**config.mk**
```make
export PLATFORM = sky130hd
export DESIGN_NAME = picosoc_bus_arbiter_flat
export DESIGN_NICKNAME = d
export VERILOG_FILES = /design/src/rtl/picosoc_bus_arbiter_pkg.sv /design/src/rtl/picosoc_bus_arbiter_if.sv /design/src/rtl/picosoc_bus_arbiter_watchdog.sv /design/src/rtl/picosoc_bus_arbiter.sv /design/src/flat_wrapper.sv
export SDC_FILE = /design/constraint.sdc
export NUM_CORES = 1
export LEC_CHECK = 0
export BUFFER_PORTS_ARGS = -buffer_cell sky130_fd_sc_hd__buf_2
export CAP_MARGIN = 10
export CORE_AREA = 2 2 122 124
export DETAILED_ROUTE_END_ITERATION = 8
export DIE_AREA = 0 0 124 126
export GPL_TIMING_DRIVEN = 1
export SYNTH_ARGS = -nofsm -noshare
export SYNTH_HDL_FRONTEND = slang
export SYNTH_SLANG_ARGS = --single-unit
```
**constraint.sdc**
```tcl
create_clock -name clk -period 2.4 [get_ports clk]
set_clock_uncertainty 0.05 [all_clocks]
set_input_delay 0.36 -clock clk [delete_from_list [all_inputs] [get_ports clk]]
set_output_delay 0.36 -clock clk [all_outputs]
set_load 0.03 [all_outputs]
```
**src/rtl/picosoc_bus_arbiter_pkg.sv**
```systemverilog
// Shared encodings and helpers for the two-master picorv32 native-bus arbiter.
package picosoc_bus_arbiter_pkg;

   localparam logic [0:0] ST_IDLE = 1'b0;
   localparam logic [0:0] ST_BUSY = 1'b1;

   localparam logic M0_IDX = 1'b0;
   localparam logic M1_IDX = 1'b1;

   typedef logic [1:0] grant_t;

   localparam grant_t GNT_NONE = 2'b00;
   localparam grant_t GNT_M0   = 2'b01;
   localparam grant_t GNT_M1   = 2'b10;

   typedef struct packed {
      logic        valid;
      logic        instr;
      logic [31:0] addr;
      logic [31:0] wdata;
      logic [3:0]  wstrb;
   } bus_req_t;

   function automatic grant_t grant_of(input logic idx);
      return (idx == M1_IDX) ? GNT_M1 : GNT_M0;
   endfunction

   // A lone requester always wins; on a tie the master that did not go last wins.
   function automatic logic pick_winner(input logic req0, input logic req1, input logic last_owner);
      if (req0 && req1) begin
         return ~last_owner;
      end
      return req1 ? M1_IDX : M0_IDX;
   endfunction

endpackage

```
**src/rtl/picosoc_bus_arbiter_if.sv**
```systemverilog
// One picorv32 native memory-bus port: request side plus completion side.
interface picosoc_bus_arbiter_if;

   logic        valid;
   logic        instr;
   logic [31:0] addr;
   logic [31:0] wdata;
   logic [3:0]  wstrb;
   logic        ready;
   logic [31:0] rdata;

   modport master (
      output valid, instr, addr, wdata, wstrb,
      input  ready, rdata
   );

   modport slave (
      input  valid, instr, addr, wdata, wstrb,
      output ready, rdata
   );

endinterface

```
**src/rtl/picosoc_bus_arbiter_watchdog.sv**
```systemverilog
// Per-transaction BUSY-cycle counter; expire marks the last cycle a slave is allowed to take.
module picosoc_bus_watchdog #(
   parameter int unsigned TIMEOUT_CYCLES = 255
) (
   input  logic clk,
   input  logic resetn,
   input  logic clear,
   input  logic run,
   output logic expire
);

   localparam int unsigned CNT_W = (TIMEOUT_CYCLES == 0) ? 1 : $clog2(TIMEOUT_CYCLES + 1);
   localparam int unsigned LIMIT = (TIMEOUT_CYCLES == 0) ? 0 : TIMEOUT_CYCLES - 1;

   logic [CNT_W-1:0] count;

   // Saturating so a disabled watchdog can sit in a long BUSY period without wrapping.
   always_ff @(posedge clk) begin
      if (!resetn) begin
         count <= '0;
      end else if (clear) begin
         count <= '0;
      end else if (run && (count != '1)) begin
         count <= count + CNT_W'(1);
      end
   end

   assign expire = (TIMEOUT_CYCLES != 0) && run && (count == CNT_W'(LIMIT));

endmodule

```
**src/rtl/picosoc_bus_arbiter.sv**
```systemverilog
// Round-robin arbiter sharing one downstream picorv32 bus between two masters,
// one transaction per grant, with a watchdog that force-completes hung accesses.
module picosoc_bus_arbiter
   import picosoc_bus_arbiter_pkg::*;
#(
   parameter int unsigned TIMEOUT_CYCLES = 255,
   parameter logic [31:0] TIMEOUT_RDATA  = 32'h0000_0000
) (
   input  logic                  clk,
   input  logic                  resetn,
   picosoc_bus_arbiter_if.slave  m0,
   picosoc_bus_arbiter_if.slave  m1,
   picosoc_bus_arbiter_if.master s,
   output logic [1:0]            grant,
   output logic                  timeout_irq
);

   logic [0:0]  state;
   grant_t      grant_q;
   logic        last;
   bus_req_t    req0;
   bus_req_t    req1;
   bus_req_t    owner_req;
   logic        owner;
   logic        busy;
   logic        expire;
   logic        done_normal;
   logic        forced;
   logic        dropped;
   logic        ack;
   logic [31:0] rdata_out;

   always_comb begin
      req0 = '{valid: m0.valid, instr: m0.instr, addr: m0.addr, wdata: m0.wdata, wstrb: m0.wstrb};
      req1 = '{valid: m1.valid, instr: m1.instr, addr: m1.addr, wdata: m1.wdata, wstrb: m1.wstrb};
      owner_req = '0;
      case (grant_q)
         GNT_M0:  owner_req = req0;
         GNT_M1:  owner_req = req1;
         default: owner_req = '0;
      endcase
   end

   assign owner = grant_q[1];
   assign busy  = (state == ST_BUSY);

   // A slave ready in the expiry cycle still wins, so s_valid stays up when s_ready is present.
   assign s.valid = busy & owner_req.valid & (~expire | s.ready);
   assign s.instr = owner_req.instr;
   assign s.addr  = owner_req.addr;
   assign s.wdata = owner_req.wdata;
   assign s.wstrb = owner_req.wstrb;

   assign done_normal = s.valid & s.ready;
   assign forced      = busy & owner_req.valid & expire & ~s.ready;
   assign dropped     = busy & ~owner_req.valid;
   assign ack         = done_normal | forced;
   assign rdata_out   = forced ? TIMEOUT_RDATA : s.rdata;

   assign m0.ready    = ack & (grant_q == GNT_M0);
   assign m1.ready    = ack & (grant_q == GNT_M1);
   assign m0.rdata    = rdata_out;
   assign m1.rdata    = rdata_out;
   assign timeout_irq = forced;
   assign grant       = grant_q;

   always_ff @(posedge clk) begin
      if (!resetn) begin
         state   <= ST_IDLE;
         grant_q <= GNT_NONE;
         last    <= M1_IDX;
      end else if (state == ST_IDLE) begin
         if (m0.valid || m1.valid) begin
            grant_q <= grant_of(pick_winner(m0.valid, m1.valid, last));
            state   <= ST_BUSY;
         end
      end else if (ack || dropped) begin
         last    <= owner;
         grant_q <= GNT_NONE;
         state   <= ST_IDLE;
      end
   end

   picosoc_bus_watchdog #(
      .TIMEOUT_CYCLES(TIMEOUT_CYCLES)
   ) u_watchdog (
      .clk    (clk),
      .resetn (resetn),
      .clear  (~busy),
      .run    (busy),
      .expire (expire)
   );

endmodule
```
**src/flat_wrapper.sv**
```systemverilog
// flat-port wrapper written by rule: the top's interface ports become plain ports
module picosoc_bus_arbiter_flat import picosoc_bus_arbiter_pkg::*;
#(
   parameter int unsigned TIMEOUT_CYCLES = 255,
   parameter logic [31:0] TIMEOUT_RDATA  = 32'h0000_0000
)
  (clk, resetn, grant, timeout_irq, m0_valid, m0_instr, m0_addr, m0_wdata, m0_wstrb, m0_ready, m0_rdata, m1_valid, m1_instr, m1_addr, m1_wdata, m1_wstrb, m1_ready, m1_rdata, s_valid, s_instr, s_addr, s_wdata, s_wstrb, s_ready, s_rdata);
  picosoc_bus_arbiter_if m0_i ();
  picosoc_bus_arbiter_if m1_i ();
  picosoc_bus_arbiter_if s_i ();
  input  logic clk;
  input  logic resetn;
  output logic [1:0] grant;
  output logic timeout_irq;
  input wire logic [$bits(m0_i.valid)-1:0] m0_valid;
  input wire logic [$bits(m0_i.instr)-1:0] m0_instr;
  input wire logic [$bits(m0_i.addr)-1:0] m0_addr;
  input wire logic [$bits(m0_i.wdata)-1:0] m0_wdata;
  input wire logic [$bits(m0_i.wstrb)-1:0] m0_wstrb;
  output wire logic [$bits(m0_i.ready)-1:0] m0_ready;
  output wire logic [$bits(m0_i.rdata)-1:0] m0_rdata;
  input wire logic [$bits(m1_i.valid)-1:0] m1_valid;
  input wire logic [$bits(m1_i.instr)-1:0] m1_instr;
  input wire logic [$bits(m1_i.addr)-1:0] m1_addr;
  input wire logic [$bits(m1_i.wdata)-1:0] m1_wdata;
  input wire logic [$bits(m1_i.wstrb)-1:0] m1_wstrb;
  output wire logic [$bits(m1_i.ready)-1:0] m1_ready;
  output wire logic [$bits(m1_i.rdata)-1:0] m1_rdata;
  output wire logic [$bits(s_i.valid)-1:0] s_valid;
  output wire logic [$bits(s_i.instr)-1:0] s_instr;
  output wire logic [$bits(s_i.addr)-1:0] s_addr;
  output wire logic [$bits(s_i.wdata)-1:0] s_wdata;
  output wire logic [$bits(s_i.wstrb)-1:0] s_wstrb;
  input wire logic [$bits(s_i.ready)-1:0] s_ready;
  input wire logic [$bits(s_i.rdata)-1:0] s_rdata;
  assign m0_i.valid = m0_valid;
  assign m0_i.instr = m0_instr;
  assign m0_i.addr = m0_addr;
  assign m0_i.wdata = m0_wdata;
  assign m0_i.wstrb = m0_wstrb;
  assign m0_ready = m0_i.ready;
  assign m0_rdata = m0_i.rdata;
  assign m1_i.valid = m1_valid;
  assign m1_i.instr = m1_instr;
  assign m1_i.addr = m1_addr;
  assign m1_i.wdata = m1_wdata;
  assign m1_i.wstrb = m1_wstrb;
  assign m1_ready = m1_i.ready;
  assign m1_rdata = m1_i.rdata;
  assign s_valid = s_i.valid;
  assign s_instr = s_i.instr;
  assign s_addr = s_i.addr;
  assign s_wdata = s_i.wdata;
  assign s_wstrb = s_i.wstrb;
  assign s_i.ready = s_ready;
  assign s_i.rdata = s_rdata;
  picosoc_bus_arbiter #(.TIMEOUT_CYCLES(TIMEOUT_CYCLES), .TIMEOUT_RDATA(TIMEOUT_RDATA)) u_core (.clk(clk), .resetn(resetn), .m0(m0_i), .m1(m1_i), .s(s_i), .grant(grant), .timeout_irq(timeout_irq));
endmodule
```
* Word level (Yosys, flattened, before mapping)
Cells that the tools add are included.
** Cells by class
- Reduce and logical (&&, ||, !) cells :: 9
- Bitwise gates (word level) :: 14
- $add $sub $neg :: 1
- Eq/ne operators :: 5
- Muxes and demuxes :: 19
** Operator list (number)
- 70-bit one-hot mux with 2 select lines :: 1
- 32-bit two-way mux :: 1
- 1-bit two-way mux :: 13
- 8-bit by 1-bit adder with 8-bit output, second input constant :: 1
- 1-bit bitwise AND :: 8
- 8-bit equality test, second input constant :: 1
- 2-bit two-way mux :: 4
- 8-bit != test, second input constant :: 1
- 2-bit AND reduction :: 3
- 1-bit inverter :: 4
- 1-bit logical AND :: 3
- 2-bit by 1-bit equality test with 1-bit output, second input constant :: 1
- 2-bit equality test, second input constant :: 1
- 1-bit logical OR :: 2
- 2-bit != test, second input constant :: 1
- 1-bit OR :: 2
- 2-bit nonzero test :: 1
** Word-level totals
- Logic and storage cells :: 52
- Register bits after elaboration :: 12
- Output and inout bits :: 139

* Logic depth before layout (Yosys ltp)
- Depth after elaboration :: 12
- Mapped depth :: 9
- Mapped depth without buffers :: 6

* Modules after synthesis
Synthesis repeated with hierarchy kept, for this count alone.
** Unflattened totals
- Cell total of the unflattened synthesis :: 309
- Area total of the unflattened synthesis :: 2114.5 µm²
** By module, submodules not included
- picosoc_bus_arbiter :: area an instance 1642.8 µm², cells each 259, times used 1
- picosoc_bus_watchdog :: area an instance 471.7 µm², cells each 50, times used 1

* Least setup slack after synthesis
Ideal clock, no wire load.
- Path kind :: register -> output
- From :: register u_core.grant_q[0], in the netlist u_core.grant[0]
- To :: output m1_rdata[15]
- Arrival :: 2.232 ns
- Stages on the path, launching flop included :: 9
- Slack :: -0.242 ns
- Required time :: 1.990 ns
- Buffers on the path :: 3
- Path through :: dfxtp_1 inv_1 ha_1 buf_2 nand3b_1 or3_4 buf_6 and2_1 buf_4
** On the way
- Cells in the longest elaborated chain, start to end :: 6
- Elaborated cells between the ends (all ways) :: 7
- Those cells by class :: 2 x eq/ne; 2 x mux; 3 x bitwise
** Ends and longest elaborated chain
- from (decl) :: RTL line picosoc_bus_arbiter.sv:19 : grant_t grant_q;
- from (signal assigned) :: RTL line picosoc_bus_arbiter.sv:74 : grant_q <= grant_of(pick_winner(m0.valid, m1.valid, last));
- 2-bit equality test / 2-bit by 1-bit equality test with 1-bit output (equally long branches) :: RTL line picosoc_bus_arbiter.sv:37 : case (grant_q)
- 70-bit one-hot mux with 2 select lines (*) :: RTL line picosoc_bus_arbiter.sv:37
- 1-bit bitwise AND (*) (3 in series) :: RTL line picosoc_bus_arbiter.sv:55 : assign forced = busy & owner_req.valid & expire & ~s.ready;
- 32-bit two-way mux (*) :: RTL line picosoc_bus_arbiter.sv:58 : assign rdata_out = forced ? TIMEOUT_RDATA : s.rdata;
- to (decl) :: RTL line flat_wrapper.sv:28 : output wire logic [$bits(m1_i.rdata)-1:0] m1_rdata;
Mark *: on every way between the ends. The rest lies on a longest branch, timed or not.

* Worst setup path in the final report
- From :: register u_core.grant_q[0], in the netlist u_core.grant[0]
- To :: output m0_rdata[0]
** On the way
- Cells in the longest elaborated chain, start to end :: 6
- Elaborated cells between the ends (all ways) :: 7
- Those cells by class :: 2 x eq/ne; 2 x mux; 3 x bitwise
** Ends and longest elaborated chain
- 2-bit equality test / 2-bit by 1-bit equality test with 1-bit output (equally long branches) :: RTL line picosoc_bus_arbiter.sv:37
- 70-bit one-hot mux with 2 select lines (*) :: RTL line picosoc_bus_arbiter.sv:37
- 1-bit bitwise AND (*) (3 in series) :: RTL line picosoc_bus_arbiter.sv:55
- 32-bit two-way mux (*) :: RTL line picosoc_bus_arbiter.sv:58
- to (decl) :: RTL line flat_wrapper.sv:21 : output wire logic [$bits(m0_i.rdata)-1:0] m0_rdata;
Marks and branches as above.

==> summary.md <==
| Metric | Value |
|---|---|
| Outcome | `completed` |
| Max Cap Violations | `0` |
| Post-synth top cells | `nor2_1, a22oi_1, buf_4` |
| Layout fillers | `1581` |
| CP endpoint kind | `output pin` |
| Total power draw | `1.34 mW` |
| H-tree depth | `1` |
| Port Buffer Count | `313` |
| Area share of the largest cell type after synthesis | `24.8%` |
| Clk_lat worst skew | `240 ps` |
| Overflow left after global routing | `0` |
| First-pass GRT wire length | `15.7 mm` |
| Vias in the first global route | `2869` |
| CP Launch Type | `flip-flop` |
| DR WL/cell | `14.8 µm` |
| Post-synth EDFFs | `0` |
| Final hold slack | `338 ps` |
| Clk root buf | `clkbuf_16` |
| Crit path required time | `1990 ps` |
| Peak supply drop | `0.214 mV` |
| Slew Viols, Final | `0` |
| CTS Sinks | `12` |
| Critical path class | `reg2out` |
| Tmin final | `2350 ps` |
| Remaining DRCs | `0` |
| Synth top area cells | `a22oi_1, nor2_1, dfxtp_1` |
| Period utilization | `97.8%` |
| Core area | `0.0143 mm²` |
| Critical path's most frequent cell | `buf_6` |
| Syn Inst Count | `310` |
| Worst-path cell chain | `inv_2, ha_4, a22o_1, nand3b_1, buf_6, or3_4, and2_4, buf_6` |
| Worst min-delay path class | `in2reg` |
| Chip Width | `124 µm` |
| Ys async rst share | `0%` |
| Initial DRC Count | `100` |
| Fmax | `426 MHz` |
| Unrepaired setup endpoints after global routing | `yes` |
| CTS tree | `built` |
| Most common cell in the netlist | `nor2_1` |
| Slowest CP cell | `or3_4` |
| Total CTS buffers | `3` |
| #FFs+latches synth | `12` |
| CP Max Fanout | `6` |
| Power Density | `327 mW/mm²` |
| Largest net degree at the start of global routing | `71` |
| Share of cells above drive strength 1 | `64.1%` |
| Post-Route WL | `11.3 mm` |
| Pre-antenna DRT Iters | `4` |
| Ys Warns | `0` |
| Hold Buf Count CTS | `0` |
| Worst-Margin Slew | `355 ps` |
| Die height | `126 µm` |
| Routed vias/inst | `4.33` |
| Cell taking the most area after synthesis | `a22oi_1` |
| Final setup fails | `0` |
| ANT cells | `0` |
| Reg2Reg Setup Slack | `630 ps` |
| Die area | `0.0156 mm²` |
| Max Root-Sink Buffers | `2` |
| Vias | `3304` |
| GR Util All Layers | `12.7%` |
| CP top delay family | `simple AND/OR/NAND/NOR gates` |
| Placer's final routability congestion estimate | `0.775` |
| Net Count, Synth | `489` |
| Max-slew headroom | `76.3%` |
| I/O Pins | `314` |
| Worst Path Buf+Inv | `3` |
| # rows | `44` |
| Primary FF master, synth | `dfxtp_1` |
| Final core occ | `28.5%` |
| LEAKAGE | `2.11 nW` |
| Avg Cell Area, Syn | `6.73 µm²` |
| Max incr delay on CP | `430 ps` |
| Yosys cell types | `34` |
| Nets | `759` |
| HPWL after DPL | `8.53 mm` |
| Remaining antenna violation count after routing | `0` |
| Arrival @ worst endpoint | `1940 ps` |
| Initial antenna violation count | `0` |
| Initial core utilization | `14.6%` |
| Post-Syn Area | `0.00209 mm²` |
| Fin. Hold Viols | `0` |
| P&R area growth vs syn | `95.8%` |
| Register area share after synthesis | `11.5%` |
| Clock slew at reported path FFs | `40 ps` |
==> worst reg2reg max path, delay by kind of cell, from the launching register on <==
kind	cells	cell delay, ps
simple gates	1	90
flops	1	370
buf+inv	2	290
fa+ha+maj	1	270
compound gates	3	590
==> report_power, final <==
group / switching [mW] / internal, mW
Combinational: 0.468 / 0.340
Sequential: 0.0104 / 0.207
Clock: 0.0893 / 0.224
==> cell usage in the layout (no fill, tap or decap), types with 4 or more instances in the layout <==
cell / instances
buf_2: 255
nor2_1: 81
a22oi_1: 69
buf_6: 41
and2_4: 28
buf_4: 23
dfxtp_1: 10
nand3_1: 6
inv_1: 5
or3_4: 5
a21oi_1: 5
and2_2: 4
nand2_1: 4
xnor2_1: 4
==> timing repair <==
action                                  4_1_cts  5_1_grt
endpoints found under the setup margin       65       64
pin swaps                                    19       19
setup buffers                                 2        1
resized for setup                            69       66
gates cloned                                  4        0
==> final cells by class <==
class	instances	area, µm²	share of cell area (%)
Inverter	7	28.8	0.704
Sequential cell	12	248	6.06
Tap cell	184	230	5.63
Multi-Input combinational cell	234	1530	37.4
Timing Repair Buffer	322	1970	48.2
Clock buffer	4	78.8	1.93
==> cells by family (layout without fill, tap and decap cells) <==
| family | count (synthesis) | in the layout | share of synthesized area (%) |
|---|---|---|---|
| buffers and inverters | 68 | 333 | 19.3 |
| and+or+nand+nor | 135 | 139 | 33.8 |
| xor gates and xnor gates | 4 | 4 | 1.68 |
| DFF | 12 | 12 | 11.5 |
| adders and majority gates | 4 | 4 | 2.40 |
| AOI/OAI and AO/OA | 87 | 87 | 31.3 |
==> stage by stage <==
step	cell area, µm²	setup TNS (ps)	cells	worst slack [ps]
global placement	3610	0	752	126
detailed placement	3610	0	752	93.6
CTS	3930	-32.2	762	-16.3
global route	4090	-26.8	763	-12.1
floorplan	2100	-323	310	-46.2
finish	4090	0	763	52.7
==> state kept, by name, summed over array words and instances (netlist names) <==
signal,flops
u_core.u_watchdog.count,8
u_core.grant,2
u_core.busy,1
u_core.last,1
==> worst paths after layout <==
check / to / cells past startpoint / from
setup / recovery: m0_rdata[0] / 8 / u_core.grant[0]
hold / removal: u_core.busy / 2 / m0_valid
setup reg to reg: u_core.grant[1] / 7 / u_core.grant[0]
hold reg to reg: u_core.last / 1 / u_core.last
==> per-layer routing <==
layer / wire, µm / share of wire [%] / vias to the layer above / GRT usage (%)
met4: 121 / 1.1 / 0 / 2.64
met3: 979 / 8.7 / 11 / 1.54
met5: 0 / 0 / - / 0
li1: - / - / 1603 / -
met1: 4640 / 41 / 1505 / 17.2
met2: 5550 / 49 / 185 / 21.7
Note: power is estimated with default switching activity, not from simulation.
